### config.mk
export PLATFORM = sky130hd
export DESIGN_NAME = percep_infer_ctrl
export DESIGN_NICKNAME = d
export VERILOG_FILES = /design/src/rtl/percep_infer_ctrl.sv
export SDC_FILE = /design/constraint.sdc
export NUM_CORES = 1
export LEC_CHECK = 0
export ABC_CLOCK_PERIOD_IN_PS = 2800
export CORE_MARGIN = 1.5
export CORE_UTILIZATION = 45
export CTS_CLUSTER_DIAMETER = 150
export DETAILED_ROUTE_END_ITERATION = 16
export GPL_TIMING_DRIVEN = 0
export PLACE_DENSITY = 0.78
export SYNTH_ARGS = -nofsm -noshare
export SYNTH_HDL_FRONTEND = slang
export SYNTH_SLANG_ARGS = --single-unit
### constraint.sdc
create_clock -name clk -period 2.8 [get_ports clk]
set_input_delay 0.56 -clock clk [delete_from_list [all_inputs] [get_ports clk]]
set_output_delay 0.56 -clock clk [all_outputs]
set_load 0.005 [all_outputs]
### src/rtl/percep_infer_ctrl.sv
// Perceptron inference sequencer: loads the ydx memory and weights, then issues MAC operands and scores each ya against yd.
// Optional watchdog on the result wait is enabled with `define PERCEP_CTRL_TIMEOUT_EN (adds timeout_err_o).
module percep_infer_ctrl #(
  parameter int MEM_ADDR_YDX  = 7,
  parameter int MEM_ADDR_WGHT = 3,
  parameter int INFER_NUM     = 20,
  parameter int ATTR          = 5,
  parameter int CNT_W         = 5
`ifdef PERCEP_CTRL_TIMEOUT_EN
  , parameter int TIMEOUT     = 64
`endif
) (
  input  logic                     clk,
  input  logic                     rst,
  input  logic                     infer_ena_i,
  input  logic                     yd_in_i,
  input  logic                     ya_valid_i,
  input  logic                     ya_i,
  output logic                     ydx_we_o,
  output logic                     wght_we_o,
  output logic [MEM_ADDR_YDX-1:0]  ydx_addr_o,
  output logic [MEM_ADDR_WGHT-1:0] wght_addr_o,
  output logic                     mac_valid_o,
  output logic                     mac_first_o,
  output logic                     mac_last_o,
  output logic                     busy_o,
  output logic [CNT_W-1:0]         correct_cnt_o,
  output logic                     infer_done_o,
  output logic                     infer_fail_o
`ifdef PERCEP_CTRL_TIMEOUT_EN
  , output logic                   timeout_err_o
`endif
);

  localparam int S_W       = $clog2(INFER_NUM);
  localparam int LOAD_LAST = INFER_NUM * ATTR - 1;
`ifdef PERCEP_CTRL_TIMEOUT_EN
  localparam int WD_W      = $clog2(TIMEOUT);
`endif

  typedef enum logic [2:0] {
    IDLE,
    LOAD_YDX,
    LOAD_WGHT,
    ISSUE,
    WAIT,
    DONE
  } state_t;

  state_t                   state_q, state_d;
  logic [MEM_ADDR_YDX-1:0]  ydxAddr_q, ydxAddr_d;
  logic [MEM_ADDR_WGHT-1:0] wghtAddr_q, wghtAddr_d;
  logic                     ydxWe_q, ydxWe_d;
  logic                     wghtWe_q, wghtWe_d;
  logic                     macValid_q, macValid_d;
  logic                     macFirst_q, macFirst_d;
  logic                     macLast_q, macLast_d;
  logic                     busy_q, busy_d;
  logic [CNT_W-1:0]         correctCnt_q, correctCnt_d;
  logic                     inferDone_q, inferDone_d;
  logic                     inferFail_q, inferFail_d;
  logic [S_W-1:0]           sample_q, sample_d;
  logic [2:0]               attr_q, attr_d;
  logic                     ydReg_q, ydReg_d;
  logic                     waitArmed_q, waitArmed_d;
`ifdef PERCEP_CTRL_TIMEOUT_EN
  logic [WD_W-1:0]          waitCnt_q, waitCnt_d;
  logic                     timeoutErr_q, timeoutErr_d;
`endif

  logic                     accept;
  logic                     expired;
  logic [CNT_W-1:0]         cntNext;

  always_comb begin
    state_d      = state_q;
    ydxAddr_d    = ydxAddr_q;
    wghtAddr_d   = wghtAddr_q;
    ydxWe_d      = 1'b0;
    wghtWe_d     = 1'b0;
    macValid_d   = 1'b0;
    macFirst_d   = 1'b0;
    macLast_d    = 1'b0;
    correctCnt_d = correctCnt_q;
    inferDone_d  = inferDone_q;
    inferFail_d  = inferFail_q;
    sample_d     = sample_q;
    attr_d       = attr_q;
    waitArmed_d  = waitArmed_q;
    accept       = 1'b0;
    expired      = 1'b0;
    cntNext      = correctCnt_q;
`ifdef PERCEP_CTRL_TIMEOUT_EN
    waitCnt_d    = waitCnt_q;
    timeoutErr_d = timeoutErr_q;
`endif
    // Read data for the first operand of a sample carries that sample's yd bit.
    ydReg_d = (macValid_q && macFirst_q) ? yd_in_i : ydReg_q;

    unique case (state_q)
      IDLE: begin
        if (infer_ena_i) begin
          state_d      = LOAD_YDX;
          ydxWe_d      = 1'b1;
          ydxAddr_d    = '0;
          wghtAddr_d   = '0;
          correctCnt_d = '0;
          sample_d     = '0;
          attr_d       = '0;
`ifdef PERCEP_CTRL_TIMEOUT_EN
          timeoutErr_d = 1'b0;
`endif
        end
      end

      LOAD_YDX: begin
        if (!infer_ena_i) begin
          state_d   = IDLE;
          ydxAddr_d = '0;
        end else if (ydxAddr_q == MEM_ADDR_YDX'(LOAD_LAST)) begin
          state_d    = LOAD_WGHT;
          ydxAddr_d  = '0;
          wghtWe_d   = 1'b1;
          wghtAddr_d = '0;
        end else begin
          ydxWe_d   = 1'b1;
          ydxAddr_d = ydxAddr_q + MEM_ADDR_YDX'(1);
        end
      end

      LOAD_WGHT: begin
        if (!infer_ena_i) begin
          state_d    = IDLE;
          wghtAddr_d = '0;
        end else if (wghtAddr_q == MEM_ADDR_WGHT'(ATTR - 1)) begin
          state_d    = ISSUE;
          wghtAddr_d = '0;
          ydxAddr_d  = '0;
          sample_d   = '0;
          attr_d     = '0;
        end else begin
          wghtWe_d   = 1'b1;
          wghtAddr_d = wghtAddr_q + MEM_ADDR_WGHT'(1);
        end
      end

      // Flags describe the address issued this cycle; they reach the datapath one cycle later with the read data.
      ISSUE: begin
        if (!infer_ena_i) begin
          state_d   = IDLE;
          ydxAddr_d = '0;
        end else begin
          macValid_d = 1'b1;
          macFirst_d = (attr_q == 3'd0);
          macLast_d  = (attr_q == 3'(ATTR - 1));
          if (attr_q == 3'(ATTR - 1)) begin
            state_d     = WAIT;
            attr_d      = '0;
            waitArmed_d = 1'b0;
`ifdef PERCEP_CTRL_TIMEOUT_EN
            waitCnt_d   = '0;
`endif
          end else begin
            attr_d    = attr_q + 3'd1;
            ydxAddr_d = ydxAddr_q + MEM_ADDR_YDX'(1);
          end
        end
      end

      // The first WAIT cycle still carries the last operand, so a strobe there cannot belong to this sample.
      WAIT: begin
        if (!infer_ena_i) begin
          state_d   = IDLE;
          ydxAddr_d = '0;
        end else begin
          waitArmed_d = 1'b1;
          accept      = waitArmed_q && ya_valid_i;
`ifdef PERCEP_CTRL_TIMEOUT_EN
          waitCnt_d   = waitCnt_q + WD_W'(1);
          expired     = !accept && (waitCnt_q == WD_W'(TIMEOUT - 1));
          if (expired) begin
            timeoutErr_d = 1'b1;
          end
`endif
          if (accept && (ya_i == ydReg_q)) begin
            cntNext = correctCnt_q + CNT_W'(1);
          end
          correctCnt_d = cntNext;
          if (accept || expired) begin
            if (sample_q == S_W'(INFER_NUM - 1)) begin
              state_d     = DONE;
              inferDone_d = 1'b1;
              inferFail_d = (cntNext == '0);
            end else begin
              state_d   = ISSUE;
              sample_d  = sample_q + S_W'(1);
              ydxAddr_d = ydxAddr_q + MEM_ADDR_YDX'(1);
            end
          end
        end
      end

      DONE: begin
        if (!infer_ena_i) begin
          state_d     = IDLE;
          inferDone_d = 1'b0;
          inferFail_d = 1'b0;
        end
      end

      default: begin
        state_d = IDLE;
      end
    endcase

    busy_d = (state_d != IDLE) && (state_d != DONE);
  end

  always_ff @(posedge clk or posedge rst) begin
    if (rst) begin
      state_q      <= IDLE;
      ydxAddr_q    <= '0;
      wghtAddr_q   <= '0;
      ydxWe_q      <= 1'b0;
      wghtWe_q     <= 1'b0;
      macValid_q   <= 1'b0;
      macFirst_q   <= 1'b0;
      macLast_q    <= 1'b0;
      busy_q       <= 1'b0;
      correctCnt_q <= '0;
      inferDone_q  <= 1'b0;
      inferFail_q  <= 1'b0;
      sample_q     <= '0;
      attr_q       <= '0;
      ydReg_q      <= 1'b0;
      waitArmed_q  <= 1'b0;
`ifdef PERCEP_CTRL_TIMEOUT_EN
      waitCnt_q    <= '0;
      timeoutErr_q <= 1'b0;
`endif
    end else begin
      state_q      <= state_d;
      ydxAddr_q    <= ydxAddr_d;
      wghtAddr_q   <= wghtAddr_d;
      ydxWe_q      <= ydxWe_d;
      wghtWe_q     <= wghtWe_d;
      macValid_q   <= macValid_d;
      macFirst_q   <= macFirst_d;
      macLast_q    <= macLast_d;
      busy_q       <= busy_d;
      correctCnt_q <= correctCnt_d;
      inferDone_q  <= inferDone_d;
      inferFail_q  <= inferFail_d;
      sample_q     <= sample_d;
      attr_q       <= attr_d;
      ydReg_q      <= ydReg_d;
      waitArmed_q  <= waitArmed_d;
`ifdef PERCEP_CTRL_TIMEOUT_EN
      waitCnt_q    <= waitCnt_d;
      timeoutErr_q <= timeoutErr_d;
`endif
    end
  end

  assign ydx_we_o      = ydxWe_q;
  assign wght_we_o     = wghtWe_q;
  assign ydx_addr_o    = ydxAddr_q;
  assign wght_addr_o   = wghtAddr_q;
  assign mac_valid_o   = macValid_q;
  assign mac_first_o   = macFirst_q;
  assign mac_last_o    = macLast_q;
  assign busy_o        = busy_q;
  assign correct_cnt_o = correctCnt_q;
  assign infer_done_o  = inferDone_q;
  assign infer_fail_o  = inferFail_q;
`ifdef PERCEP_CTRL_TIMEOUT_EN
  assign timeout_err_o = timeoutErr_q;
`endif

endmodule

# After elaboration in Yosys (flattened, before gate mapping)
# Cells that the tools add are included.
[word_totals]
output_inout_bits = 23
regBits = 36
wordCells = 142
in_bits = 6
[classes]
n_mux = 73
n_eq_ne = 26
addsub = 5
reduce_logical = 22
[ops]
columns = ["cell", "count"]
rows = [
  ["$mux W7", 10],
  ["$mux W3", 20],
  ["$mux W5", 10],
  ["$pmux W7 S5", 1],
  ["$ne A2 B2 Y1 const B", 12],
  ["$mux W1", 22],
  ["$pmux W3 S3", 2],
  ["$pmux W3 S6", 1],
  ["$pmux W5 S3", 1],
  ["$reduce_and A7 Y1", 2],
  ["$eq A3 B3 Y1 const B", 4],
  ["$ne A3 B3 Y1 const B", 4],
  ["$reduce_bool A3 Y1", 4],
  ["$add A5 B1 Y5 const B", 2],
  ["$pmux W1 S2", 5],
  ["$pmux W5 S2", 1],
  ["$reduce_and A5 Y1", 2],
  ["$reduce_and A4 Y1", 2],
  ["$add A7 B1 Y7 const B", 1],
  ["$eq A7 B7 Y1 const B", 1],
  ["$add A3 B1 Y3 const B", 2],
  ["$eq A3 B2 Y1 const B", 2],
  ["$logic_not A3 Y1", 2],
  ["$reduce_bool A2 Y1", 3],
  ["7 further kinds", 10],
]

# Logic depth before layout (Yosys ltp)
# Gate-level depths: netlist (run 1).
[logic_depth]
word_depth = 10
ltp_mapped = 8
ltp_nobuf = 7

# Worst setup path before layout (run 1)
# No wires, ideal clock.
[synth_path]
kind = "register to register"
from = "reg sample_q[0]"
to = "reg ydxAddr_q[5] (netlist: ydx_addr_o[5])"
t_arrival_ps = 1918
n_path_buf = 0
synth_period_minus_slack_ps = 1982
required_ps = 2736
path_stages_with_launch = 7
slack_ps = 818
setup_ps = 64
path_cell_list = "dfrtp_1 > ha_1 > nor4bb_2 > o41a_1 > or3_4 > nor4_2 > a211o_1"
[synth_via]
elab_chain_len = 3
[synth_lines]
columns = ["element", "line", "rtl"]
rows = [
  ["start, declared", "62", "logic [S_W-1:0] sample_q, sample_d;"],
  ["start signal, assigned", "254", "sample_q <= sample_d;"],
  ["$eq A5 B5 Y1", "190", "if (sample_q == S_W'(INFER_NUM - 1)) begin"],
  ["$ne A3 B3 Y1 (no source line)", "--", ""],
  ["$reduce_and A7 Y1 (no source line)", "--", ""],
  ["end signal, assigned", "243", "ydxAddr_q <= ydxAddr_d;"],
  ["end, declared", "51", "logic [MEM_ADDR_YDX-1:0] ydxAddr_q, ydxAddr_d;"],
]
# No other way between the ends.
# A chain may end at the register's enable or synchronous reset.

# Final worst setup path (run 1)
[layout_path]
from = "in ya_valid_i"
to = "reg ydxAddr_q[5] (netlist: ydx_addr_o[5])"
[layout_via]
elab_chain_len = 3
[layout_lines]
columns = ["element", "line", "rtl"]
rows = [
  ["start, declared", "17", "input logic ya_valid_i,"],
  ["$logic_and A1 B1 Y1", "177", "accept = waitArmed_q && ya_valid_i;"],
  ["$ne A3 B3 Y1 (no source line)", "--", ""],
  ["$reduce_and A7 Y1 (no source line)", "--", ""],
]
# No other way between the ends.

==> key figures, run 1 <==
Power and ir drop
  – Power Density: between 300 and 400 mW/mm2
  – Total Power: 969.8 uW
  – Leak: 1.092 nW
  – Worst supply voltage drop on vdd: 330.7 uV

Run status
  – Result of the run: complete, no violations

Timing
  – FMAX: 446.3 MHz
  – Final Max Slew Viols: 0
  – Hold slack final: 0.5164 ns
  – Setup violators final: 0
  – Post-Route Skew: 0.005347 ns
  – Final Worst Setup Slack: around 0.56 ns
  – Slew HR: 0.5048
  – Min Tclk post-route: about 2.2 ns
  – Hold Fails Final Rpt: 0
  – Slew at the pin closest to its max-slew limit: around 0.74 ns
  – Part of the cycle the worst path needs: 0.8002
  – Unrepaired setup endpoints after global routing: no
  – Setup TNS: 0 ns

Finish
  – Most frequent standard cell in the layout excluding fill and tap cells: dfrtp_1
  – Final net count: 255
  – Leading cell types in the layout, fill and taps excluded: dfrtp_1, clkdlybuf4s50_1, nand2_1, o21ai_0, a22o_1
  – Post-layout util: 0.5687
  – Cell Count, Final, Fillers Out: 295
  – Filler instances: 389
  – P&R area growth vs syn: 21.19%
  – Diodes inserted: 0
  – Share of post-route cells with drive strength above 1: 0.09877
  – Finished layout cell area: 0.002476 mm2

Clocking
  – Clock sinks: 36
  – Clock tree from TritonCTS: built
  – # hold bufs at CTS: 0
  – Number of H-tree branching levels: 2
  – Library cell used as clock root buffer: clkbuf_8
  – Post-CTS Setup Repair Bufs: 0
  – Number of CTS-inserted buffers: 5
  – Clock Path Buffers: 2
  – Post-CTS clock slew at the launch and capture registers of the worst setup and hold paths: about 0.070 ns
  – Clock insertion delay at the later pin of the skew report: 0.29 ns
  – Number of gates resized after cts: 0

Global routing
  – Number of global-route vias before repair: 1,651
  – Largest net degree at the start of global routing: 37
  – Initial antenna violation count: 0
  – First-pass GRT wire length: 7.251 mm
  – Total overflow reported by the global router: 0
  – Global router's overall resource usage: 0.1851

Synth
  – Avg Cell Area, Syn: 9.871 um2
  – Flops & latches, synth: 36
  – Mapped Cells: 207
  – Proportion of synthesized area in mux cells: 0.04287
  – Synth unique cells: 45
  – Most used flip-flop cell after synthesis: dfrtp_1
  – Post-synth EDFFs: 0
  – Dominant combinational cell family by area after synthesis: simple AND/OR/NAND/NOR gates
  – Fraction of the mapped netlist area in adder cells: 0.04287
  – Xor/xnor cell area share of the yosys netlist: 0.03001
  – Complex-gate fraction of the synthesized area: 0.1702
  – Simple-Gate Fraction of Synth Area: 0.2388
  – Net Count, Synth: between 200 and 250
  – Post-synth design cell area: 0.002043 mm2
  – Part of the Yosys area used for sequential elements: 0.4409
  – Proportion of register bits with asynchronous set or reset after synthesis: 1.000
  – YS warnings: 0

Worst setup path
  – Largest delay share family, worst path: simple AND/OR/NAND/NOR gates
  – Startpoint types: input port
  – Endpoint kind of the worst setup timing path: flop
  – Critical path type: in2reg
  – Maximum net fanout on the critical path: 5
  – List of cells traversed by the critical path: clkdlybuf4s50_1 > nand2_1 > o41a_1 > or3_4 > nor4_2 > a211o_1
  – Required time of the worst setup path: 3.04 ns
  – WP data arrival: 2.48 ns
  – CP max stage cell: clkdlybuf4s50_1
  – Buffer and inverter count on the worst path: 1
  – Delay of the slowest critical-path stage: between 0.5 and 0.6 ns

Placement
  – Count of buffers from port buffering: 28
  – Worst slack at placement: 0.2579 ns
  – DP HPWL: 3.012 mm
  – Routability congestion estimate from global placement: 0.8478
  – Standard cell area after detailed placement: 0.002389 mm2
  – Instance count after placement with tap cells included: 287

Flow run
  – Max Cap Viol: 0

Worst hold path
  – Path category of the worst min-delay check: reg2reg

Route
  – Routed wire per std cell: ~14 um
  – Detailed Route Iter0 Violations: between 60 and 70
  – Vias per std cell: 5.654
  – Number of vias in the routed layout: 1,668
  – DRC Markers: 0
  – Routed wire length: 4.256 mm
  – Antenna Violating Nets Remaining: 0
  – Number of iterations in the first detailed-routing pass: 5

Floorplanning
  – DIE WIDTH: around 70 um
  – Die Height: slightly above 70 um
  – Total Die Area: between 0.004 and 0.005 mm2
  – Initial core utilization: 0.4693
  – FP Rows: 24
  – Count of boundary I/O pins: 29
  – CORE AREA: around 0.0044 mm2
synthesized netlist by cell type, types with 3 or more instances:
library cell	n	area, um2
a211o_1	3	26.28
dfrtp_1	36	900.9
xnor2_1	3	26.28
nand2b_1	5	31.28
buf_1	3	11.26
nand2_1	24	90.09
nand3_1	8	40.04
nor2b_1	7	43.79
and3_1	5	31.28
a21oi_1	3	15.01
inv_1	10	37.54
mux2_2	6	67.56
o21ai_0	13	65.06
a22o_1	12	105.1
ha_1	7	87.58
xor2_1	4	35.03
nand4_1	3	18.77
nor3_1	9	45.04
nor3b_1	3	22.52
nor2_1	11	41.29
tightest hold or removal path: cells and delay by family, from the launching register on:
family             cells  cell delay [ns]
AOI/OAI and AO/OA      1             0.06
DFF                    1             0.37
and+or+nand+nor        1             0.05
per-layer routing:
metal / routed length (um) / GRT usage / up-vias
li1: - / - / 825
met1: 1994 / 0.2304 / 803
met2: 2018 / 0.3071 / 33
met3: 170 / 0.04040 / 7
met4: 72 / 0.08120 / 0
met5: 0 / 0 / -
where the power goes:
| group | leakage (nW) | switching [mW] | internal, mW |
|---|---|---|---|
| combinational | 0.556 | 0.0444 | 0.0304 |
| clock | 0.0479 | 0.193 | 0.173 |
| sequential | 0.488 | 0.00364 | 0.525 |
| total | 1.09 | 0.241 | 0.728 |
path summary, 6_finish.rpt:
path / startpoint / to / slack [ns] / depth (start not counted)
min: sample_q[1]$_DFFE_PP0P_ / sample_q[1]$_DFFE_PP0P_ / 0.52 / 2
max reg2reg: sample_q[0]$_DFFE_PP0P_ / ydx_addr_o[5]$_DFFE_PP0P_ / 0.63 / 6
min reg2reg: sample_q[1]$_DFFE_PP0P_ / sample_q[1]$_DFFE_PP0P_ / 0.52 / 2
max in group asynchronous: rst / correct_cnt_o[0]$_DFFE_PP0P_ / 1.61 / 2
max: ya_valid_i / ydx_addr_o[5]$_DFFE_PP0P_ / 0.56 / 6
min in group asynchronous: rst / waitArmed_q$_DFFE_PP0P_ / 0.71 / 2
flip-flops by register name, indices dropped and copies added, names as in the netlist, 3 cells and up:
register       flops
attr_q             3
correct_cnt_o      5
sample_q           5
state_q            3
wght_addr_o        3
ydx_addr_o         7
cell type report:
type,count,area (um2),share of cell area
plain buffers,7,32.53,0.01314
clock buffers,5,68.82,0.02779
clock inverters,3,18.77,0.007580
inverters,10,37.54,0.01516
multi-input cells,154,1072,0.4330
flip-flops and latches,36,900.9,0.3638
well taps,52,65.06,0.02628
repair buffers,28,280.3,0.1132
kinds of logic after synthesis:
group	count (synthesis)
AO/OA/AOI/OAI	45
XOR/XNOR	7
adder cells (fa/ha/maj)	7
buffers and inverters	17
flip-flops	36
multiplexers	8
AND/OR/NAND/NOR	87
(Power assumes the default switching activity.)
==> inputs of run 2 (changes only) <==
--- a/config.mk
+++ b/config.mk
@@ -5,7 +5,7 @@
 export SDC_FILE = /design/constraint.sdc
 export NUM_CORES = 1
 export LEC_CHECK = 0
-export ABC_CLOCK_PERIOD_IN_PS = 2800
+export ABC_CLOCK_PERIOD_IN_PS = 2100
 export CORE_MARGIN = 1.5
 export CORE_UTILIZATION = 45
 export CTS_CLUSTER_DIAMETER = 150
==> constraint.sdc (replaced) <==
create_clock -name clk -period 2.1 [get_ports clk]
set_input_delay 0.42 -clock clk [delete_from_list [all_inputs] [get_ports clk]]
set_output_delay 0.42 -clock clk [all_outputs]
set_load 0.005 [all_outputs]
==> key figures, run 2 (same netlist as run 1, synthesis figures left out) <==
Worst setup path
  – Maximum net fanout on the critical path: 6
  – Depth of the most critical reg-to-reg path: 6
  – Origin of the critical flop-to-flop path: sample_q[0]$_DFFE_PP0P_
  – Setup slack on the worst flop-to-flop path: roughly 0.03 ns
  – Endpoint kind of the worst setup timing path: flop
  – Critical path type: reg2reg
  – Startpoint types: flop
  – WP data arrival: 2.30 ns
  – RR Endpoint: ydx_addr_o[2]$_DFFE_PP0P_
  – Required time of the worst setup path: ~2.3 ns

Timing
  – Hold Fails Final Rpt: 0
  – FMAX: 483.0 MHz
  – Part of the cycle the worst path needs: 0.9858
  – Slew at the pin closest to its max-slew limit: 0.7438 ns
  – Min Tclk post-route: 2.070 ns
  – Unrepaired setup endpoints after global routing: yes
  – Slew HR: 0.5034
  – Hold slack final: 0.5181 ns
  – Setup violators final: 0
  – Post-Route Skew: 0.005339 ns
  – Final Worst Setup Slack: between 0.02 and 0.03 ns
  – Setup TNS: 0 ns
  – Final Max Slew Viols: 0

Finish
  – Max FFs per register: 7
  – Leading cell types in the layout, fill and taps excluded: dfrtp_1, clkdlybuf4s50_1, nand2_1, a22o_1, nor2_1
  – Final net count: 260
  – P&R area growth vs syn: 24.92%
  – Cell Count, Final, Fillers Out: 300
  – Diodes inserted: 0
  – Share of post-route cells with drive strength above 1: 0.1331
  – Post-layout util: 0.5862
  – Most frequent standard cell in the layout excluding fill and tap cells: dfrtp_1

Floorplanning
  – FP Rows: 24
  – Die Height: 70.38 um
  – CORE AREA: 0.004354 mm2
  – Initial core utilization: 0.4693
  – Count of boundary I/O pins: 29
  – DIE WIDTH: 70.38 um
  – Total Die Area: between 0.004 and 0.005 mm2

Route
  – Vias per std cell: approximately 5.7
  – Routed wire length: 4.450 mm
  – Antenna Violating Nets Remaining: 0
  – Number of iterations in the first detailed-routing pass: 4
  – Detailed Route Iter0 Violations: 73
  – Number of vias in the routed layout: between 1,500 and 2,000
  – DRC Markers: 0
  – Routed wire per std cell: 14.83 um

Clocking
  – Number of CTS-inserted buffers: 5
  – # hold bufs at CTS: 0
  – Clock tree from TritonCTS: built
  – Clock sinks: 36
  – Post-CTS clock slew at the launch and capture registers of the worst setup and hold paths: 0.07 ns
  – Clock Path Buffers: 2
  – Clock insertion delay at the later pin of the skew report: 0.29 ns
  – Number of H-tree branching levels: 2
  – Library cell used as clock root buffer: clkbuf_8

Global routing
  – Total overflow reported by the global router: 0
  – Global router's overall resource usage: 0.1860
  – Number of global-route vias before repair: roughly 1,700
  – First-pass GRT wire length: 7.300 mm
  – Largest net degree at the start of global routing: 37
  – Initial antenna violation count: 0

Power and ir drop
  – Leak: approximately 1.1 nW
  – Power Density: 507.5 mW/mm2
  – Worst supply voltage drop on vdd: ~440 uV

Worst hold path
  – Worst hold path stage count: 1
  – Start point of the worst min-delay path: infer_done_o$_DFFE_PP0P_
  – End point of the most critical hold path: infer_done_o$_DFFE_PP0P_
  – Path category of the worst min-delay check: reg2reg

Placement
  – DP HPWL: 3.012 mm
  – Count of buffers from port buffering: 28
  – Worst slack at placement: -0.3021 ns
  – Instance count after placement with tap cells included: 287
  – Routability congestion estimate from global placement: 0.8478

Flow run
  – Max Cap Viol: 0

Run status
  – Result of the run: complete, no violations
## run 2: cell types whose count changed in the layout (fill, tap and decap cells not counted), sizes merged
cell and change:
buf +5, clkdlybuf4s50 -2, dlymetal6s2s +2
## run 2: worst max-delay path, cell delays in order (launching register included)
cell      delay [ns]
dfrtp_1         0.41
ha_2            0.20
nor4bb_4        0.16
o41a_1          0.42
or3_4           0.44
nor2_4          0.20
a22o_1          0.17
## run 2: where the power goes
part	switching [mW]	total [mW]	internal, mW
Combinational	0.0614	0.103	0.0418
Sequential	0.00503	0.705	0.700
Clock	0.257	0.487	0.231
## run 2: through the flow
| step | area, um2 | total power [mW] |
|---|---|---|
| floorplan | 2043 | 0.7804 |
| global placement | 2389 | 0.8169 |
| detailed placement | 2389 | 0.8180 |
| CTS | 2487 | 1.313 |
| global route | 2552 | 1.350 |
| finish | 2552 | 1.295 |
## run 2: timing repair
action,in CTS,in global routing
endpoints found under the hold margin,0,0
setup endpoints to repair,6,6
pin swaps,3,10
gates resized for setup,3,9
setup buffers,0,5
## run 2: cell type report
type / count / area (um2)
clock inverter: 3 / 18.77
timing repair buffer: 33 / 322.8
sequential: 36 / 900.9
buffer: 7 / 36.28
fill: 386 / 1802
tap: 52 / 65.06
inverter: 10 / 37.54
multi-input combinational: 154 / 1102
clock buffer: 5 / 68.82
## run 2: worst max-delay path by stage
stage / startpoint / to / slack, ns / cells after the start
detailed placement: infer_ena_i / ydx_addr_o[5]$_DFFE_PP0P_ / -0.30 / 7
finish: sample_q[0]$_DFFE_PP0P_ / ydx_addr_o[2]$_DFFE_PP0P_ / 0.03 / 6
floorplan: sample_q[0]$_DFFE_PP0P_ / ydx_addr_o[5]$_DFFE_PP0P_ / 0.12 / 6
global route: sample_q[0]$_DFFE_PP0P_ / ydx_addr_o[2]$_DFFE_PP0P_ / -0.04 / 6
global placement: ya_valid_i / ydx_addr_o[4]$_DFFE_PP0P_ / -0.29 / 6
CTS: ya_valid_i / ydx_addr_o[5]$_DFFE_PP0P_ / 0.003 / 6
## run 2: routing by layer
metal | part of all wire | vias to the layer above | global-route usage
li1 | - | 836 | -
met1 | 0.45 | 827 | 0.2323
met2 | 0.48 | 46 | 0.3082
met3 | 0.051 | 7 | 0.04040
met4 | 0.016 | 0 | 0.08120
met5 | 0 | - | 0
